**src/rtl/crc16_pkg.sv**
```systemverilog
// crc16_pkg: shared CRC-16 widths, generator polynomial and FSM states
package crc16_pkg;
  localparam int MSG_W = 23;
  localparam int CRC_W = 16;
  localparam int CW_W = MSG_W + CRC_W;
  localparam logic [CRC_W-1:0] POLY = 16'h8005;
  typedef enum logic {IDLE, RECV} state_t;
endpackage

```
**src/rtl/crc16_serial_divider.sv**
```systemverilog
// crc16_serial_divider: bit-serial polynomial division remainder register
module crc16_serial_divider
  import crc16_pkg::*;
(
  input  logic             clk,
  input  logic             rst_n,
  input  logic             start,
  input  logic             step,
  input  logic             bit_in,
  output logic [CRC_W-1:0] rem,
  output logic [CRC_W-1:0] rem_next
);
  // start divides from a zero remainder, so its leading bit never feeds back
  always_comb rem_next = start ? {{(CRC_W-1){1'b0}}, bit_in}
                       : step  ? ({rem[CRC_W-2:0], bit_in} ^ (rem[CRC_W-1] ? POLY : '0))
                       : rem;
  // remainder register
  always_ff @(posedge clk) rem <= !rst_n ? '0 : rem_next;
endmodule

```
**src/rtl/crc16_serial_receiver.sv**
```systemverilog
// crc16_serial_receiver: serial CRC-16 codeword receiver with frame check
module crc16_serial_receiver
  import crc16_pkg::*;
#(
  parameter int ERR_CNT_W = 8
) (
  input  logic                 clk,
  input  logic                 rst_n,
  input  logic                 bit_in,
  input  logic                 bit_valid,
  input  logic                 sof,
  output logic [MSG_W-1:0]     msg_out,
  output logic [CRC_W-1:0]     syndrome,
  output logic                 crc_ok,
  output logic                 out_valid,
  output logic                 frame_abort,
  output logic [ERR_CNT_W-1:0] err_count
);
  state_t state, state_next;
  logic [5:0] cnt;
  logic [MSG_W-1:0] msg_sr;
  logic [CRC_W-1:0] rem, rem_next;
  logic start, step, done;
  crc16_serial_divider u_div (
    .clk(clk), .rst_n(rst_n), .start(start), .step(step), .bit_in(bit_in),
    .rem(rem), .rem_next(rem_next)
  );
  // sof always restarts a frame, even on what would be the last bit
  always_comb begin
    start = bit_valid & sof;
    step = bit_valid & ~sof & (state == RECV);
    done = step & (cnt == 6'(CW_W - 1));
    state_next = start ? RECV : done ? IDLE : state;
  end
  // state register
  always_ff @(posedge clk) state <= !rst_n ? IDLE : state_next;
  // bit counter, message capture and registered frame results
  always_ff @(posedge clk) begin
    if (!rst_n) begin
      {cnt, msg_sr, msg_out, syndrome, crc_ok, out_valid, frame_abort, err_count} <= '0;
    end else begin
      out_valid <= done;
      frame_abort <= start & (state == RECV);
      if (start) begin
        cnt <= 6'd1;
        msg_sr <= {{(MSG_W-1){1'b0}}, bit_in};
      end else if (step) begin
        cnt <= cnt + 6'd1;
        if (cnt < 6'(MSG_W)) msg_sr <= {msg_sr[MSG_W-2:0], bit_in};
      end
      if (done) begin
        msg_out <= msg_sr;
        syndrome <= rem_next;
        crc_ok <= rem_next == '0;
        if (rem_next != '0 && !(&err_count)) err_count <= err_count + 1'b1;
      end
    end
  end
endmodule

```
**config.mk**
```make
export PLATFORM = sky130hd
export DESIGN_NAME = crc16_serial_receiver
export DESIGN_NICKNAME = d
export VERILOG_FILES = /design/src/rtl/crc16_pkg.sv /design/src/rtl/crc16_serial_divider.sv /design/src/rtl/crc16_serial_receiver.sv
export SDC_FILE = /design/constraint.sdc
export NUM_CORES = 1
export LEC_CHECK = 0
export CAP_MARGIN = 20
export CORE_MARGIN = 3
export CORE_UTILIZATION = 55
export DETAILED_ROUTE_END_ITERATION = 12
export PLACE_DENSITY_LB_ADDON = 0.3
export SLEW_MARGIN = 40
export SYNTH_ARGS = -nofsm -noshare
export SYNTH_HDL_FRONTEND = slang
export SYNTH_SLANG_ARGS = --single-unit
```
**constraint.sdc**
```tcl
create_clock -name clk -period 3.8 [get_ports clk]
set_clock_uncertainty 0.2 [all_clocks]
set_input_delay 0.57 -clock clk [delete_from_list [all_inputs] [get_ports clk]]
set_output_delay 0.57 -clock clk [all_outputs]
set_load 0.02 [all_outputs]
```
# ---- Yosys cells after proc, flatten, opt, wreduce, memory -nomap -nowiden
# Cells that the tools add are included.
dict set report word_totals {
  in_bits 5
  register_bits 96
  output_inout_bits 50
  elab_cells 46
}
dict set report classes {
  n_eq_ne 1
  n_mux 10
  bitwise 8
  magnitude_cmp 1
  reduce_logical 12
  addsub 2
}
# op n
set ops {}
lappend ops {{$mux W16} 3}
lappend ops {{$logic_not A16 Y1} 1}
lappend ops {{$reduce_bool A16 Y1} 1}
lappend ops {{$xor A16 B16 Y16} 1}
lappend ops {{$add A8 B1 Y8 const B} 1}
lappend ops {{$reduce_and A8 Y1} 1}
lappend ops {{$mux W1} 7}
lappend ops {{$add A6 B1 Y6 const B} 1}
lappend ops {{$eq A6 B6 Y1 const B} 1}
lappend ops {{$lt A6 B5 Y1 const B} 1}
lappend ops {{$reduce_and A2 Y1} 3}
lappend ops {{$reduce_bool A2 Y1} 3}
lappend ops {{$and A1 B1 Y1} 5}
lappend ops {{$not A1 Y1} 2}
lappend ops {{$reduce_or A2 Y1} 1}
lappend ops {{$logic_and A1 B1 Y1} 1}
lappend ops {{$logic_not A1 Y1} 1}

# ---- Longest topological paths before layout
# Gate-level depths: netlist (run 1).
dict set report depth {
  ltp_word 8
  ltp_mapped 9
  mapped_depth_nobuf 8
}

# ---- By module
# Synthesis (run 1) repeated with hierarchy kept, for this count alone.
dict set report unflattened {
  cells_unflattened 448
  area_unflattened_um2 3704.8
}
# mod area_per_inst_um2 cells_per_inst seq_area_each_um2 n_inst
set modules_own_cells {}
lappend modules_own_cells {crc16_serial_receiver 2996.6 373 1601.5 1}
lappend modules_own_cells {crc16_serial_divider 708.2 75 320.3 1}

# ---- Worst setup path before layout (run 1)
# Ideal clock, no wire load.
dict set report synth_path {
  path_kind {in2reg}
  from {input bit_valid}
  to {register err_count[1]}
  t_required_ns 3.468
  n_path_buf 3
  setup_ns 0.132
  slack_ns 1.278
  cell_stages 9
  t_arrival_ns 2.189
  path_cell_list {buf_6 buf_6 and2_1 a221oi_1 nand4_1 nor4_4 buf_6 or3b_2 a21oi_1}
}
dict set report synth_between {
  elab_chain_cells 7
  elab_cells_between_ends 9
  cone_classes {mux (2); bitwise (4); reduce/logical (3)}
}
# item line_no
set synth_rtl {}
lappend synth_rtl {{start, declared} crc16_serial_receiver.sv:10} ;# input logic bit_valid,
lappend synth_rtl {{$and A1 B1 Y1 (2 in a row)} crc16_serial_receiver.sv:31} ;# step = bit_valid & ~sof & (state == RECV);
lappend synth_rtl {{$mux W16} crc16_serial_divider.sv:15} ;# : step ? ({rem[CRC_W-2:0], bit_in} ^ (rem[CRC_W-1] ? POLY : '0))
lappend synth_rtl {{$mux W16} crc16_serial_divider.sv:14} ;# always_comb rem_next = start ? {{(CRC_W-1){1'b0}}, bit_in}
lappend synth_rtl {{$reduce_bool A16 Y1} crc16_serial_receiver.sv:55} ;# if (rem_next != '0 && !(&err_count)) err_count <= err_count + 1'b1;
lappend synth_rtl {{$logic_and A1 B1 Y1} crc16_serial_receiver.sv:55}
lappend synth_rtl {{$reduce_and A2 Y1 (no line) *} --}
lappend synth_rtl {{end signal, assigned} crc16_serial_receiver.sv:55}
lappend synth_rtl {{end, declared} crc16_serial_receiver.sv:17} ;# output logic [ERR_CNT_W-1:0] err_count
# Mark *: on every way between the ends. The rest lies on a longest branch, timed or not.
# A chain may end at the register's enable or synchronous reset.

# ---- Worst setup path after layout (run 1)
dict set report layout_path {
  from {input bit_valid}
  to {register err_count[6]}
}
# The elaborated chain is that of the path after synthesis.

==> results of run 1 <==
-- synthesized netlist by cell type, types with 3 or more instances --
library cell    n  area [sq um]
a221oi_1        9         78.83
and2_1         10         62.56
o21ai_0         3         15.01
a21oi_1        65         325.3
o31ai_1         4         30.03
a211oi_1       17         127.6
nand3_1        11         55.05
clkbuf_1       23         86.33
buf_2           5         25.02
dfxtp_1        96          1922
nand4_1         5         31.28
or3_1           3         18.77
inv_1           3         11.26
ha_1            3         37.54
or4_1           4         30.03
nor2_1         41         153.9
nand2_1       107         401.6
xor2_1          5         43.79
o21ai_1         4         20.02
buf_6           3         33.78
nor2b_1        11         68.82
nand2b_1        5         31.28
-- kinds of logic after synthesis --
group                      Yosys count  share of synthesized area [%]
and+or+nand+nor                    208                          25.20
AOI/OAI and AO/OA                  109                          17.20
DFF                                 96                          50.33
buffers and inverters               36                          4.390
xor gates and xnor gates             6                          1.376
adders and majority gates            3                         0.9831
muxes                                2                         0.5243
-- power by group --
group / internal (mW) / total [mW] / switching, mW
sequential: 1.01 / 1.01 / 0.00544
combinational: 0.0213 / 0.0684 / 0.0471
clock: 0.292 / 0.639 / 0.347
-- how the worst min path moves through the flow --
stage                     slack (ns)                startpoint                       end
final                           0.26  msg_out[18]$_SDFFE_PN0P_  msg_out[18]$_SDFFE_PN0P_
after detailed placement        0.25  msg_out[20]$_SDFFE_PN0P_  msg_out[20]$_SDFFE_PN0P_
after global placement          0.24  msg_out[18]$_SDFFE_PN0P_  msg_out[18]$_SDFFE_PN0P_
after CTS                       0.26  msg_out[20]$_SDFFE_PN0P_  msg_out[20]$_SDFFE_PN0P_
after floorplan                 0.23   msg_sr[22]$_SDFFE_PP0P_  msg_out[22]$_SDFFE_PN0P_
after global routing            0.27  msg_out[15]$_SDFFE_PN0P_  msg_out[15]$_SDFFE_PN0P_
-- per-stage QoR --
stage          std cells  util [%]  power, mW  hold slack [ns]
4_1_cts              583     69.89      1.735           0.2626
3_5_place_dp         567     66.93      1.106           0.2499
3_3_place_gp         567     66.90      1.104           0.2440
5_1_grt              583     69.94      1.784           0.2748
2_1_floorplan        460         -      1.090           0.2321
6_report             583     69.94      1.722           0.2596
-- per-layer routing --
layer	vias up	share of wire [%]	wire (um)
li1	1654	-	-
met1	1513	48	3894
met2	74	47	3758
met3	13	3.6	292
met4	0	1.6	133
met5	-	0	0
-- cell usage in the layout, fill, tap and decap left out, types with 2 or more instances in the layout --
master | Yosys | routed
nand3_1 | 11 | 11
o31ai_1 | 4 | 4
clkbuf_8 | 0 | 12
nand2b_1 | 5 | 5
and4_1 | 2 | 2
or4_1 | 4 | 4
clkinv_2 | 0 | 2
a21oi_1 | 65 | 65
o21ai_0 | 3 | 3
inv_1 | 3 | 3
mux2i_1 | 2 | 2
nand4_1 | 5 | 5
a221oi_1 | 9 | 9
buf_4 | 1 | 8
or3_1 | 3 | 3
ha_1 | 3 | 3
and2_1 | 10 | 10
nand2_1 | 107 | 106
clkinv_4 | 0 | 2
o41ai_1 | 2 | 2
clkdlybuf4s50_1 | 0 | 54
dfxtp_1 | 96 | 96
xor2_1 | 5 | 5
o21ai_1 | 4 | 3
nor2_1 | 41 | 41
nor2b_1 | 11 | 11
a211oi_1 | 17 | 16
-- state kept, by name, indices dropped and copies added (netlist names) --
register,flops
cnt,6
err_count,8
syndrome,16
frame_abort,1
u_div.rem,16
msg_sr,23
crc_ok,1
msg_out,23
out_valid,1
state,1
-- area by class of cell --
type	instances	area share (%)
clock buffers	12	3.615
clock inverters	4	0.6026
inverters	4	0.3287
multi-input cells	328	38.13
flip-flops and latches	96	42.07
well taps	77	2.109
repair buffers	62	13.15
-- worst max-delay path: cells and delay by family --
kind	cells	cell delay, ns
simple gates	4	1.03
buf+inv	2	0.88
compound gates	2	0.63
==> metrics, run 1 <==
worst-path maximum fanout=16; fin crit period=about 3.1 ns; # DRC=0; Critical Path RT=around 3.8 ns; placed cell areas=4372 sq um; Worst VDD drop=~0.22 mV; run status=complete, no violations; first-pass GRT wire length=13.34 mm; full die area=around 8000 sq um; CTS tree=yes; Global Route met1 Usage=~28%; Synth Warn #=0; Async S/R FF share, synth=0%; Clock Sinks=96; Final Max Slew Viols=0; vias post-DR=3254; setup slack, reg-to-reg=between 1 and 1.5 ns; fill cell count=508; Die X-Extent=slightly below 90 um; final hold vios=0; Initial Utilization=between 50 and 60%; Post CTS Setup Buffer Count=0; Total GRT Usage=21.34%; antenna cells=0; Final WS setup=between 0.6 and 0.7 ns; unrepaired setup endpoints after global routing=false; Critical Path AT=between 3 and 4 ns; met2 Use GR=33.76%; vias in the first global route=between 3000 and 4000; Slew Limit Headroom=52.83%; CTS buffer count=9; Wirelength per Cell=roughly 14 um; H-tree depth=3; pin count of the biggest net entering global routing=54; worst skew pair latency=approximately 0.36 ns; Worst Reg-to-Reg Cells=7; CTS Hold Bufs=0; Crit Path Class=input pin to register; EDFF count, synth=0; CP max-delay cell=clkdlybuf4s50_1; Root Buffer=clkbuf_8; PD cells=approximately 380 nW/um^2; flip-flop and latch count after synthesis=96; Yosys cell types=between 40 and 50; prevailing post-synth register cell=dfxtp_1; Cell Area, Synth=around 3800 sq um; busiest grt layer=met2; Max clock buf depth=2; sequential element share of the synthesized area=between 50% and 60%; Hold Crit Depth=2; GRT overflow=0; gpl congestion=0.8571; HPWL after detailed placement=about 5.4 mm; crit path capture=err_count[6]$_SDFFE_PN0P_; crit-path cells=clkdlybuf4s50_1 > and3b_1 > a221oi_1 > nand4_1 > nor4_4 > buf_4 > or4_1 > a21oi_1; Area Overhead vs Synth=19.63%; Sum Neg Setup Slack=0 ns; IO Pins=55; transition time of the tightest slew-check pin=~0.7 ns; cell leakage power=roughly 1.5 nW; DRT iter0 DRCs=about 160; HP Class=register to register; Multi-input gate area=between 1500 and 2000 sq um; Critical Path End Type=register; vias per cell=about 5.6; total routed wirelength=8.079 mm; I/O Buffers=54; Final ANT Viol Nets=0; largest stage delay on the critical path=around 0.65 ns; synthesized area per cell=~8.3 sq um; initial antenna violation count=0; clk slew on worst S/H paths=approximately 0.090 ns; Max Clock Freq=322.4 MHz; Final Setup Violations=0; row count=29; Crit Reg-Reg Startpoint=state$_SDFFE_PN0P_; die span in y=slightly below 90 um; Syn Inst Count=460; Storage cell area=approximately 1900 sq um; Nets=509; cell area after layout=4568 sq um; Critical Path Start=bit_valid; post-cts sizing count=0; MaxCap Viol Count=0; syn nets=between 400 and 500; fin crit share=between 80 and 90%; DRT Pass-1 Iters=4; reg2reg end=err_count[6]$_SDFFE_PN0P_; M3 GR Usage=between 4 and 5%; share of cells above drive strength 1=6.719%; critical path launch point type=input pin; Placement Setup Slack=0.3390 ns; core area=around 6500 sq um
(Power assumes the default switching activity.)
==> run 2, diff against run 1 <==
--- a/config.mk
+++ b/config.mk
@@ -7,7 +7,7 @@
 export LEC_CHECK = 0
 export CAP_MARGIN = 20
 export CORE_MARGIN = 3
-export CORE_UTILIZATION = 55
+export CORE_UTILIZATION = 54
 export DETAILED_ROUTE_END_ITERATION = 12
 export PLACE_DENSITY_LB_ADDON = 0.3
 export SLEW_MARGIN = 40
==> constraint.sdc (replaced) <==
create_clock -name clk -period 3.2 [get_ports clk]
set_clock_uncertainty 0.2 [all_clocks]
set_input_delay 0.48 -clock clk [delete_from_list [all_inputs] [get_ports clk]]
set_output_delay 0.48 -clock clk [all_outputs]
set_load 0.02 [all_outputs]
==> run 2 against run 1 <==
Against the previous run:
- die area increased by 1.7%
- largest cell class unchanged
- combinational power increased by 31%
- hold slack got worse by 0.0016 ns
- clock power increased by 37%
- largest power group unchanged
- critical endpoint unchanged
==> metrics, run 2 (synthesis results as in run 1) <==
run status=complete, no violations; Final WS setup=roughly 0.46 ns; Crit Path Class=input pin to register; Clock Sinks=96; placed cell areas=4506 sq um; PD cells=~460 nW/um^2; Final Max Slew Viols=0; # DRC=0; Max Clock Freq=364.5 MHz; switch share=a little over a fifth; Initial Utilization=a little under three fifths; Critical Path End Type=register; Wirelength per Cell=about 13 um; final hold vios=0; critical path launch point type=input pin; full die area=just over 8000 sq um; Critical Path RT=about 3.2 ns; DRT iter0 DRCs=between 200 and 250; pin count of the biggest net entering global routing=54; vias in the first global route=3257; transition time of the tightest slew-check pin=roughly 0.53 ns; Area Overhead vs Synth=23.95%; Max clock buf depth=2; die span in y=90.09 um; CP most frequent cell=buf_4; antenna cells=0; Sum Neg Setup Slack=0 ns; clock network power share=approximately two fifths; most frequent cells in the layout=nand2_1, dfxtp_1, a21oi_1; CTS Hold Bufs=0; CTS buffer count=9; Comb power frac=~4%; commonest non-fill, non-tap cell in the layout=nand2_1; worst skew pair latency=~0.35 ns; unrepaired setup endpoints after global routing=false; CTS tree=yes; cell-internal power=between 1.5 and 2 mW; DRT Pass-1 Iters=5; cell leakage power=1.597 nW; Total Power=around 2.2 mW; largest registers=msg_out x23, msg_sr x23; Final Setup Violations=0; Storage cell area=between 1500 and 2000 sq um; initial antenna violation count=0; Root Buffer=clkbuf_8; Placement Setup Slack=0.1469 ns; sequential power share=between 50% and 60%; first-pass GRT wire length=14.21 mm; Hold WS=about 0.26 ns; fin crit share=between 80% and 90%; H-tree depth=3; cell area after layout=4733 sq um; Total GRT Usage=between 20 and 25%; MaxCap Viol Count=0; P_sw=~0.47 mW; IO Pins=55; Nets=between 500 and 600; Post CTS Setup Buffer Count=0; HP Class=register to register; total routed wirelength=8.278 mm; fin crit period=about 2.7 ns; vias per cell=~5.4; Bufs and invs on worst path=3; Slew Limit Headroom=around 65%; gpl congestion=roughly 0.85; Die X-Extent=approximately 90 um; Worst VDD drop=roughly 0.4 mV; crit-path cells=clkdlybuf4s50_1 > nor2b_1 > buf_4 > a221oi_1 > nand4_1 > nor4_4 > buf_4 > or4_1 > a21oi_1; GRT overflow=0; worst-path maximum fanout=16; Final ANT Viol Nets=0; post-cts sizing count=0; clk slew on worst S/H paths=0.08 ns; Critical Path AT=roughly 2.8 ns; fill cell count=550; core area=between 6000 and 7000 sq um; row count=30; Top delay family on crit path=buffers and inverters; share of cells above drive strength 1=roughly 8.8%; I/O Buffers=54; HPWL after detailed placement=about 5.6 mm; largest stage delay on the critical path=between 0.6 and 0.7 ns; CP max-delay cell=clkdlybuf4s50_1; vias post-DR=3344; Multi-input gate area=approximately 1700 sq um
## run 2: power by group through the flow
stage	clock network, mW	registers, mW	logic (mW)
after floorplan	0	1.23	0.0651
after global placement	0	1.23	0.0860
after detailed placement	0	1.23	0.0883
after CTS	0.901	1.20	0.0889
after global routing	0.953	1.20	0.0983
final	0.876	1.20	0.0894
## run 2: through the flow
stage,cells,util (%)
final,617,69.29
after global routing,617,69.29
after CTS,617,69.29
after detailed placement,601,65.95
after global placement,601,65.95
after floorplan,460,-
## run 2: final timing paths
| check | endpoint | start | cells past startpoint | slack (ns) |
|---|---|---|---|---|
| max reg2reg | err_count[6]$_SDFFE_PN0P_ | state$_SDFFE_PN0P_ | 8 | 0.75 |
| max | err_count[6]$_SDFFE_PN0P_ | sof | 9 | 0.46 |
| min reg2reg | crc_ok$_SDFFE_PN0P_ | crc_ok$_SDFFE_PN0P_ | 2 | 0.26 |
| min | crc_ok$_SDFFE_PN0P_ | crc_ok$_SDFFE_PN0P_ | 2 | 0.26 |
## run 2: routing by layer
layer  up-vias  share of wire (%)  wire [um]  global-route usage [%]
met5         -                  0          0                       0
met4         0               0.87         72                   7.653
met3         8                4.4        362                   5.523
met2        82                 49       4086                   35.59
met1      1571                 45       3756                   25.00
li1       1683                  -          -                       -
## run 2: cell type report
class                           count  share of cell area [%]
Sequential cell                    96                   40.60
Multi-Input combinational cell    328                   36.66
Timing Repair Buffer               77                   15.07
Clock buffer                       11                   2.987
Tap cell                           96                   2.538
Clock inverter                      5                   1.824
Inverter                            4                  0.3172
## run 2: worst min-delay path: stages (launching register included)
cell and delay (ns):
dfxtp_1 0.32, nand2_1 0.05, a21oi_1 0.05
==> run 3, diff against run 2 <==
--- a/config.mk
+++ b/config.mk
@@ -6,8 +6,10 @@
 export NUM_CORES = 1
 export LEC_CHECK = 0
 export CAP_MARGIN = 20
+export CELL_PAD_IN_SITES_DETAIL_PLACEMENT = 0
+export CELL_PAD_IN_SITES_GLOBAL_PLACEMENT = 1
 export CORE_MARGIN = 3
-export CORE_UTILIZATION = 54
+export CORE_UTILIZATION = 40
 export DETAILED_ROUTE_END_ITERATION = 12
 export PLACE_DENSITY_LB_ADDON = 0.3
 export SLEW_MARGIN = 40
==> run 3 against run 2 <==
Against the previous run:
- power is 6.6% lower
- worst setup slack better by 0.061 ns
- via count is 2.8% lower
- critical path depth down 1
- utilization decreased by 18 points
- die area is 33% higher
- hold slack gained 0.00075 ns
- largest cell class unchanged
==> metrics, run 3 (synthesis results as in run 1) <==
run status=complete, no violations; Initial Utilization=41.33%; DRT Pass-1 Iters=4; gpl congestion=0.7912; Area Overhead vs Synth=24.67%; GRT overflow=0; fin crit share=about 84%; HP Class=register to register; Wirelength per Cell=approximately 13 um; antenna cells=0; initial antenna violation count=0; first-pass GRT wire length=14.59 mm; Clock Sinks=between 90 and 100; H-tree depth=3; critical path launch point type=input pin; Critical Path End Type=register; Final Setup Violations=0; Max clock buf depth=2; full die area=around 11000 sq um; vias post-DR=3249; Slew Limit Headroom=65.36%; MaxCap Viol Count=0; core area=9240 sq um; share of cells above drive strength 1=about a tenth; cell area after layout=4761 sq um; Die X-Extent=103.7 um; CTS Hold Bufs=0; crit-path cells=clkdlybuf4s50_1 > and3b_1 > a221oi_1 > nand4_1 > nor4_4 > buf_4 > or4_1 > a21oi_1; Top delay family on crit path=simple AND/OR/NAND/NOR gates; DRT iter0 DRCs=about 110; largest stage delay on the critical path=slightly above 0.6 ns; Final ANT Viol Nets=0; post-cts sizing count=0; vias in the first global route=~3100; pin count of the biggest net entering global routing=54; Final Max Slew Viols=0; CP max-delay cell=clkdlybuf4s50_1; I/O Buffers=54; largest registers=msg_out x23, msg_sr x23; Critical Path AT=between 2 and 3 ns; vias per cell=around 5; die span in y=103.7 um; fin cells=between 600 and 700; PD cells=approximately 430 nW/um^2; transition time of the tightest slew-check pin=~0.52 ns; placed cell areas=roughly 4600 sq um; commonest non-fill, non-tap cell in the layout=nand2_1; CTS tree=yes; Total GRT Usage=16.04%; DP Cell Count=637; Post CTS Setup Buffer Count=0; IO Pins=55; Critical Path RT=3.23 ns; fin crit period=around 2.7 ns; worst-path maximum fanout=16; Root Buffer=clkbuf_8; cell leakage power=roughly 1.6 nW; most frequent cells in the layout=nand2_1, dfxtp_1, a21oi_1; HPWL after detailed placement=5.633 mm; Sum Neg Setup Slack=0 ns; worst skew pair latency=about 0.36 ns; Hold WS=between 0.2 and 0.3 ns; Crit Path Class=input pin to register; total routed wirelength=~8.3 mm; CTS buffer count=9; Max Clock Freq=372.7 MHz; Bufs and invs on worst path=2; # DRC=0; clk slew on worst S/H paths=approximately 0.090 ns; Total Power=~2 mW; Nets=527; row count=35; final hold vios=0; unrepaired setup endpoints after global routing=false; Worst VDD drop=between 0.2 and 0.3 mV
-- run 3: final timing paths --
kind | slack, ns | cells past startpoint | start | endpoint
worst max-delay path | 0.52 | 8 | sof | err_count[4]$_SDFFE_PN0P_
worst max register to register | 0.66 | 7 | state$_SDFFE_PN0P_ | err_count[4]$_SDFFE_PN0P_
worst min register to register | 0.26 | 2 | syndrome[0]$_SDFFE_PN0P_ | syndrome[0]$_SDFFE_PN0P_
worst min-delay path | 0.26 | 2 | syndrome[0]$_SDFFE_PN0P_ | syndrome[0]$_SDFFE_PN0P_
-- run 3: tightest hold or removal path, delay by kind of cell, from the launching register on --
kind             cells  cell delay, ns
AO/OA/AOI/OAI        1            0.05
flip-flops           1            0.31
AND/OR/NAND/NOR      1            0.05
-- run 3: metal layers --
metal | routed length (um) | share of wire [%] | vias to the layer above | GRT usage (%)
met5 | 0 | 0 | - | 0
met4 | 36 | 0.43 | 0 | 3.514
met3 | 326 | 3.9 | 2 | 4.424
met2 | 3975 | 48 | 61 | 26.26
met1 | 4004 | 48 | 1503 | 21.28
li1 | - | - | 1683 | -
-- run 3: through the flow --
stage               util [%]  worst slack (ns)
floorplan                  -            0.7682
global placement       49.59            0.1891
detailed placement     49.59            0.1387
CTS                    51.52            0.5241
global route           51.52            0.3301
finish                 51.52            0.5167
-- run 3: final cells by class --
| cell class | instances | area [sq um] |
|---|---|---|
| fillers | 922 | 4479 |
| clock buffers | 9 | 123.9 |
| clock inverters | 7 | 55.05 |
| flip-flops and latches | 96 | 1922 |
| inverters | 4 | 15.01 |
| repair buffers | 80 | 748.2 |
| multi-input cells | 328 | 1735 |
| well taps | 129 | 161.4 |
-- run 3: where the power goes --
part | internal, mW | switching [mW]
Combinational | 0.0308 | 0.0576
Sequential | 1.20 | 0.00657
Clock | 0.292 | 0.440
Total | 1.52 | 0.504
